## src/rtl/extended_hamming_stream_encoder.sv

```systemverilog
// Extended Hamming (SECDED) stream encoder with optional error injection.
// Each accepted payload beat is encoded into one block. The block can be
// deliberately corrupted with a single or double bit flip, then queued in a
// two-entry skid buffer that drives the registered read-side handshake.
//
// Block layout: bit 0 holds overall (even) parity over the whole block.
// Bits 1..BLOCK_WIDTH-1 are a classic Hamming code word: positions that are
// powers of two carry check bits, and the remaining positions carry payload
// bits in ascending order (LSB of write_data at the lowest data position).
module extended_hamming_stream_encoder #(
    parameter int DATA_WIDTH = 4,
    localparam int HAMMING_BITS = $clog2(DATA_WIDTH + $clog2(DATA_WIDTH + 1) + 1),
    localparam int PARITY_WIDTH = HAMMING_BITS + 1,
    localparam int BLOCK_WIDTH = DATA_WIDTH + PARITY_WIDTH,
    localparam int POS_WIDTH = $clog2(BLOCK_WIDTH)
) (
    input  logic                   clock,
    input  logic                   resetn,
    input  logic                   write_valid,
    output logic                   write_ready,
    input  logic [DATA_WIDTH-1:0]  write_data,
    input  logic                   inject_single,
    input  logic                   inject_double,
    input  logic [POS_WIDTH-1:0]   inject_position,
    output logic                   read_valid,
    input  logic                   read_ready,
    output logic [BLOCK_WIDTH-1:0] read_block,
    output logic [1:0]             read_injected,
    output logic [15:0]            injection_count
);

    typedef enum logic [1:0] {
        STATE_EMPTY = 2'd0,
        STATE_ONE   = 2'd1,
        STATE_FULL  = 2'd2
    } bufferState_t;

    bufferState_t           state_q, state_d;
    logic [BLOCK_WIDTH-1:0] mainBlock_q, mainBlock_d;
    logic [1:0]             mainTag_q, mainTag_d;
    logic [BLOCK_WIDTH-1:0] skidBlock_q, skidBlock_d;
    logic [1:0]             skidTag_q, skidTag_d;
    logic                   readValid_q, readValid_d;
    logic                   writeReady_q, writeReady_d;
    logic [15:0]            count_q, count_d;

    logic [BLOCK_WIDTH-1:0] codeWord;
    logic [BLOCK_WIDTH-1:0] flipMask;
    logic [BLOCK_WIDTH-1:0] newBlock;
    logic [1:0]             newTag;
    logic                   checkBit;
    int                     dataIdx;
    int                     posFirst;
    int                     posSecond;
    logic                   accept;
    logic                   transfer;

    // Build the clean SECDED block for the incoming payload.
    always_comb begin
        codeWord = '0;
        dataIdx  = 0;
        checkBit = 1'b0;
        for (int pos = 1; pos < BLOCK_WIDTH; pos++) begin
            if ((pos & (pos - 1)) != 0) begin
                codeWord[pos] = write_data[dataIdx];
                dataIdx       = dataIdx + 1;
            end
        end
        for (int b = 0; b < HAMMING_BITS; b++) begin
            checkBit = 1'b0;
            for (int pos = 1; pos < BLOCK_WIDTH; pos++) begin
                if (((pos >> b) & 1) == 1) begin
                    checkBit = checkBit ^ codeWord[pos];
                end
            end
            codeWord[1 << b] = checkBit;
        end
        codeWord[0] = ^codeWord[BLOCK_WIDTH-1:1];
    end

    // Apply the requested corruption; double injection wins over single.
    always_comb begin
        posFirst  = int'(inject_position) % BLOCK_WIDTH;
        posSecond = (posFirst == BLOCK_WIDTH - 1) ? 0 : posFirst + 1;
        flipMask  = '0;
        newTag    = 2'b00;
        for (int i = 0; i < BLOCK_WIDTH; i++) begin
            flipMask[i] = ((inject_single || inject_double) && (i == posFirst)) ||
                          (inject_double && (i == posSecond));
        end
        if (inject_double) begin
            newTag = 2'b10;
        end else if (inject_single) begin
            newTag = 2'b01;
        end
        newBlock = codeWord ^ flipMask;
    end

    assign accept   = write_valid && writeReady_q;
    assign transfer = readValid_q && read_ready;

    // Skid buffer next-state logic, handshake flags and injection counter.
    always_comb begin
        state_d     = state_q;
        mainBlock_d = mainBlock_q;
        mainTag_d   = mainTag_q;
        skidBlock_d = skidBlock_q;
        skidTag_d   = skidTag_q;
        count_d     = count_q;

        if (transfer && (mainTag_q != 2'b00) && (count_q != 16'hFFFF)) begin
            count_d = count_q + 16'd1;
        end

        case (state_q)
            STATE_EMPTY: begin
                if (accept) begin
                    mainBlock_d = newBlock;
                    mainTag_d   = newTag;
                    state_d     = STATE_ONE;
                end
            end
            STATE_ONE: begin
                if (accept && transfer) begin
                    mainBlock_d = newBlock;
                    mainTag_d   = newTag;
                end else if (accept) begin
                    skidBlock_d = newBlock;
                    skidTag_d   = newTag;
                    state_d     = STATE_FULL;
                end else if (transfer) begin
                    state_d = STATE_EMPTY;
                end
            end
            STATE_FULL: begin
                if (transfer) begin
                    mainBlock_d = skidBlock_q;
                    mainTag_d   = skidTag_q;
                    state_d     = STATE_ONE;
                end
            end
            default: begin
                state_d = STATE_EMPTY;
            end
        endcase

        readValid_d  = (state_d != STATE_EMPTY);
        writeReady_d = (state_d != STATE_FULL);
    end

    // State and output registers, cleared asynchronously by resetn.
    always_ff @(posedge clock or negedge resetn) begin
        if (!resetn) begin
            state_q      <= STATE_EMPTY;
            mainBlock_q  <= '0;
            mainTag_q    <= 2'b00;
            skidBlock_q  <= '0;
            skidTag_q    <= 2'b00;
            readValid_q  <= 1'b0;
            writeReady_q <= 1'b0;
            count_q      <= 16'd0;
        end else begin
            state_q      <= state_d;
            mainBlock_q  <= mainBlock_d;
            mainTag_q    <= mainTag_d;
            skidBlock_q  <= skidBlock_d;
            skidTag_q    <= skidTag_d;
            readValid_q  <= readValid_d;
            writeReady_q <= writeReady_d;
            count_q      <= count_d;
        end
    end

    assign write_ready     = writeReady_q;
    assign read_valid      = readValid_q;
    assign read_block      = mainBlock_q;
    assign read_injected   = mainTag_q;
    assign injection_count = count_q;

endmodule

```

## config.mk

```make
export PLATFORM = sky130hd
export DESIGN_NAME = extended_hamming_stream_encoder
export DESIGN_NICKNAME = d
export VERILOG_FILES = /design/src/rtl/extended_hamming_stream_encoder.sv
export SDC_FILE = /design/constraint.sdc
export NUM_CORES = 1
export LEC_CHECK = 0
export BUFFER_PORTS_ARGS = -buffer_cell sky130_fd_sc_hd__buf_2
export CORE_ASPECT_RATIO = 0.9
export CORE_MARGIN = 8
export CORE_UTILIZATION = 59
export CTS_CLUSTER_DIAMETER = 200
export DETAILED_ROUTE_END_ITERATION = 7
export PLACE_DENSITY = 0.82
export SETUP_SLACK_MARGIN = 0.2
export SYNTH_ARGS = -nofsm -noshare
export SYNTH_HDL_FRONTEND = slang
export SYNTH_SLANG_ARGS = --single-unit
export TNS_END_PERCENT = 1
```

## constraint.sdc

```tcl
create_clock -name clock -period 4 [get_ports clock]
set_clock_uncertainty 0.1 [all_clocks]
set_input_delay 0.4 -clock clock [delete_from_list [all_inputs] [get_ports clock]]
set_output_delay 0.4 -clock clock [all_outputs]
set_load 0.01 [all_outputs]
```

# After elaboration in Yosys (flattened, before gate mapping)
# Index checks and enable logic that the tools add are counted.
[totals]
ff_bits = 40
input_bits = 13
out_inout_bits = 28
word_cells = 96
[classes]
add_sub_neg = 2
eq_ne = 22
mux = 17
bitwise = 8
reduce_logical = 39
[ops]
columns = ["cell", "n"]
rows = [
  ["$logic_not 32->1", 2],
  ["$mux 8", 3],
  ["$pmux 8 s3", 1],
  ["$logic_and 1x1->1", 21],
  ["$mux 2", 9],
  ["$add 16x1->16 const B", 1],
  ["$eq 3x4->1 const A", 4],
  ["$ne 16x16->1 const B", 1],
  ["$eq 3x3->1 const A", 4],
  ["$pmux 2 s3", 2],
  ["$logic_or 1x1->1", 9],
  ["$eq 2x4->1 const A", 2],
  ["$ne 2x2->1 const B", 4],
  ["$xor 8x8->8", 1],
  ["$reduce_xor 7->1", 1],
  ["$eq 2x3->1 const A", 2],
  ["$xor 1x1->1", 6],
  ["$add 3x1->4 const B", 1],
  ["$eq 1x4->1 const A", 1],
  ["$mux 4", 1],
  ["$reduce_and 4->1", 1],
  ["$reduce_bool 2->1", 2],
  ["$eq 1x3->1 const A", 1],
  ["$eq 3x1->1 const B", 1],
  ["7 further kinds", 7],
]

# Longest topological paths before layout
[logic_depth]
ltp_word = 8
ltp_mapped = 8
depth_no_buf = 7

# Worst setup path before layout
# No wires, ideal clock.
[synth_path]
path_type = "input to register"
start = "input port inject_position[1]"
end = "register mainBlock_q[5] (netlist: read_block[5])"
setup_time_ps = 94
arrival_ps = 1854
t_required_ps = 3806
path_slack_ps = 1953
stages = 7
path_buffers = 1
path_cell_list = "clkbuf_8 -> and2_1 -> ha_1 -> or3b_1 -> a21oi_2 -> xnor2_1 -> a211oi_1"
[synth_between]
elab_chain_cells = 8
elab_cells_between_ends = 12
cone_classes = "add/sub: 1; eq/ne: 3; mux: 4; bitwise: 1; reduce/logical: 3"
[synth_lines]
columns = ["element", "line_no", "source"]
rows = [
  ["start: declaration", "24", "input logic [POS_WIDTH-1:0] inject_position,"],
  ["$add 3x1->4 / $eq 3x1->1 (equally long branches)", "84", "posSecond = (posFirst == BLOCK_WIDTH - 1) ? 0 : posFirst + 1;"],
  ["$mux 4", "84", ""],
  ["$eq 3x4->1", "89", "(inject_double && (i == posSecond));"],
  ["$logic_and 1x1->1", "89", ""],
  ["$logic_or 1x1->1 *", "88", "flipMask[i] = ((inject_single || inject_double) && (i == posFirst)) ||"],
  ["$xor 8x8->8 *", "96", "newBlock = codeWord ^ flipMask;"],
  ["$mux 8, on equally long branches", "124, 117", ""],
  ["$pmux 8 s3 *", "115", "case (state_q)"],
  ["end signal: assignment", "164", "mainBlock_q <= mainBlock_d;"],
  ["end: declaration", "39", "logic [BLOCK_WIDTH-1:0] mainBlock_q, mainBlock_d;"],
]
# Every way passes the cells marked *; elsewhere a longest branch is shown, timed or not. The select of a mux whose other input is x is not followed.
# A chain may end at the register's enable or synchronous reset.

# Final worst setup path
[layout_path]
start = "register count_q[0] (netlist: injection_count[0])"
end = "register count_q[6] (netlist: injection_count[6])"
[layout_between]
elab_chain_cells = 2
elab_cells_between_ends = 3
cone_classes = "add/sub: 1; eq/ne: 1; reduce/logical: 1"
[layout_lines]
columns = ["element", "line_no", "source"]
rows = [
  ["start: declaration", "45", "logic [15:0] count_q, count_d;"],
  ["start signal: assignment", "170", "count_q <= count_d;"],
  ["branches (longest 2 deep; another with $add 16x1->16)", "-", ""],
]
# Several ways; the timed one is not identified.

==> results.toml <==
[cts]
cts_buffers = 5
post_cts_buffers = 0
postCtsHoldBufs = 0
clkTransAtPathRegs_ns = 0.08
cts_max_path_buffers = 2
cts-root-buf = "clkbuf_8"
cts_tree = "done"
clock-sinks = 40
cts_resized = 0
clock_latency_ns = 0.30
htreeDepth = 2

[placed_design]
post-place-ws_ns = 1.783
dpl.hpwl_um = 3299
port_buffers = 40
place.gp.congestion = 0.7893

[worst_setup_path]
crit_chain = "ha_1, nand3_1, nor3_1, a211oi_1, nand3_1, xnor2_1"
r2r-end = "injection_count[6]"
crit_top_cell = "nand3_1"
worstSetupPathType = "flip-flop to flip-flop"
slowest_delay_ns = 0.56
r2r_slack_ns = 1.92
required_ns = 4.07
ff2ff_path_depth = 6
crit_path_max_fanout = 5
cp-start-kind = "flip-flop"
cp_slowest_cell = "a211oi_1"
end_kind = "flip-flop"
rr_startpoint = "injection_count[0]"
arrival_ns = 2.15

[timing]
tightestPinTransition_ns = 0.8616
min_period_ns = 2.080
relSlewSlack_pct = 42.56
hold_viol_final = 0
fin_crit_sh_pct = 52.00
final_max_slew_viol_count = 0
setup_tns_ns = 0
fin_ws_ns = 1.920
finalSetupViolCount = 0
fmax_ghz = 0.4807
rsz0062_at_grt = "false"

[detailed_routing]
vias_per_cell = 5.618
drt_pass1_iterations = 4
wire_per_inst_um = 15.28
wirelength_um = 4524
drc_errors = 0
drtIter0Drc = 52
drtAntennaViolNets = 0
vias = 1663

[global_route]
grt_pass1_wl_um = 7665
grt_antenna_before_repair = 0
grt.total_usage_pct = 16.71
grt_remaining_overflow = 0
grt_start_max_net_pins = 41
grt_pass1_vias = 1628

[logic_synthesis]
async_flop_share_pct = 100.0
synthFlopType = "dfrtp_1"
ys_seq_area_share_pct = 45.77
synth_edf_count = 0
synthCells = 211
syn_nets = 227
avgSynthCellArea_um2 = 10.37
syn-cell-area_mm2 = 0.002187
ys_ff_latch = 40
ys_types = 47
ys_warn_count = 0

[pwr]
p_total_mw = 1.516
pwr-share-clk_pct = 21.2
switching_power_mw = 0.5389
p_leak_nw = 1.124
p_int_mw = 0.9773
peakVddDrop_uv = 439.9
combPwrFrac_pct = 34.9
p_per_area_mw_per_mm2 = 610.5
seq_power_share_pct = 43.9
swShare_pct = 35.54

[floorplanning]
die-area_mm2 = 0.005914
die_w_um = 80.18
num_rows = 21
initial_core_util_pct = 60.32
core_mm2 = 0.003626
die_h_um = 73.76
pin_count = 41

[cells_and_area]
drive_gt1_share_pct = 25.20
antenna_cells = 0
syn2layout_area_growth_pct = 13.56
nets = 265

[job]
maxCapViolCount = 0

[run_status]
status = "finished, final reports clean"

[min_path]
hold_class = "input port to async pin"
==> cell families after synthesis <==
kind of cell | Yosys count | synth area share, %
AND/OR/NAND/NOR | 73 | 19.11
AO/OA/AOI/OAI | 40 | 11.84
flip-flops | 40 | 45.77
XOR/XNOR | 29 | 11.61
buffers and inverters | 16 | 4.748
multiplexers | 10 | 5.206
adder cells (fa/ha/maj) | 3 | 1.716
==> power by group through the flow <==
stage               clock network [mW]  logic [mW]  registers [mW]
CTS                              0.328       0.539           0.665
finish                           0.321       0.530           0.665
global route                     0.342       0.598           0.689
global placement                     0       0.518           0.663
floorplan                            0       0.339           0.684
detailed placement                   0       0.533           0.672
==> cell usage after synthesis (2+ instances only) <==
| master | count | area [um^2] |
|---|---|---|
| nor3_1 | 2 | 10.01 |
| nand2_1 | 17 | 63.81 |
| inv_1 | 6 | 22.52 |
| xnor2_1 | 20 | 175.2 |
| clkbuf_1 | 3 | 11.26 |
| dfrtp_1 | 40 | 1001 |
| buf_4 | 2 | 15.01 |
| nor2_1 | 14 | 52.55 |
| and2_1 | 2 | 12.51 |
| nor3b_1 | 3 | 22.52 |
| a21o_1 | 2 | 15.01 |
| o211ai_1 | 3 | 22.52 |
| nand3b_1 | 4 | 30.03 |
| a211oi_1 | 2 | 15.01 |
| mux2i_1 | 2 | 20.02 |
| ha_1 | 3 | 37.54 |
| a21oi_1 | 12 | 60.06 |
| nand3_1 | 13 | 65.06 |
| nand2b_1 | 2 | 12.51 |
| o32ai_1 | 3 | 26.28 |
| nand4b_1 | 2 | 17.52 |
| a31oi_1 | 5 | 31.28 |
| mux2_2 | 6 | 67.56 |
| nand4_1 | 2 | 12.51 |
| buf_6 | 2 | 22.52 |
| o21ai_0 | 7 | 35.03 |
| xor2_1 | 9 | 78.83 |
| nor2b_1 | 3 | 18.77 |
| clkbuf_8 | 2 | 27.53 |
==> worst max-delay path, delay by kind of cell (launching register included) <==
kind | cells | cell delay (ns)
compound gates | 1 | 0.56
flops | 1 | 0.43
fa+ha+maj | 1 | 0.24
simple gates | 3 | 0.46
xor+xnor | 1 | 0.16
==> per-layer routing <==
| metal | vias to the layer above | wire (um) | global-route usage, % |
|---|---|---|---|
| li1 | 812 | - | - |
| met1 | 799 | 2036 | 21.15 |
| met2 | 42 | 2123 | 25.65 |
| met3 | 10 | 264 | 4.768 |
| met4 | 0 | 100 | 7.661 |
| met5 | - | 0 | 0 |
==> how the worst max path moves through the flow <==
| stage | start | end | slack (ns) | cells after the start |
|---|---|---|---|---|
| floorplan | inject_position[1] | read_block[5] | 1.95 | 7 |
| global placement | inject_position[1] | skidBlock_q[0] | 1.80 | 8 |
| detailed placement | inject_position[1] | read_block[5] | 1.78 | 7 |
| CTS | injection_count[0] | injection_count[6] | 1.92 | 6 |
| global route | injection_count[0] | injection_count[6] | 1.82 | 6 |
| finish | injection_count[0] | injection_count[6] | 1.92 | 6 |
==> cells in the final DEF, fill, tap and decap left out, types with 4 or more instances in the layout <==
cell type,instances
a31oi_1,5
mux2_2,6
nand2_1,17
o21ai_0,7
nand3_1,13
buf_2,40
xor2_1,9
xnor2_1,20
dfrtp_1,40
clkbuf_8,5
nor2_1,14
nand3b_1,4
a21oi_1,12
inv_1,6
==> through the flow <==
stage	hold WS [ns]	instances	cell area, um^2	utilization [%]
after floorplan	0.004409	211	2187	-
after global placement	0.3876	288	2376	65.53
after detailed placement	0.3947	288	2376	65.53
after CTS	0.1431	296	2484	68.50
after global routing	0.1884	296	2484	68.50
final	0.1088	296	2484	68.50
==> state kept, by name (all words and copies together), names as in the netlist <==
name	flops
write_ready	1
skidTag_q	2
skidBlock_q	8
state_q	2
injection_count	16
read_valid	1
read_block	8
read_injected	2
==> cell type report <==
| class | instances | area [um^2] |
|---|---|---|
| clock inverter | 2 | 35.03 |
| sequential | 40 | 1001 |
| clock buffer | 6 | 72.57 |
| tap | 46 | 57.56 |
| multi-input combinational | 155 | 1087 |
| fill | 302 | 1142 |
| timing repair buffer | 41 | 207.7 |
| inverter | 6 | 22.52 |
Power figures use the tool's default switching activity.
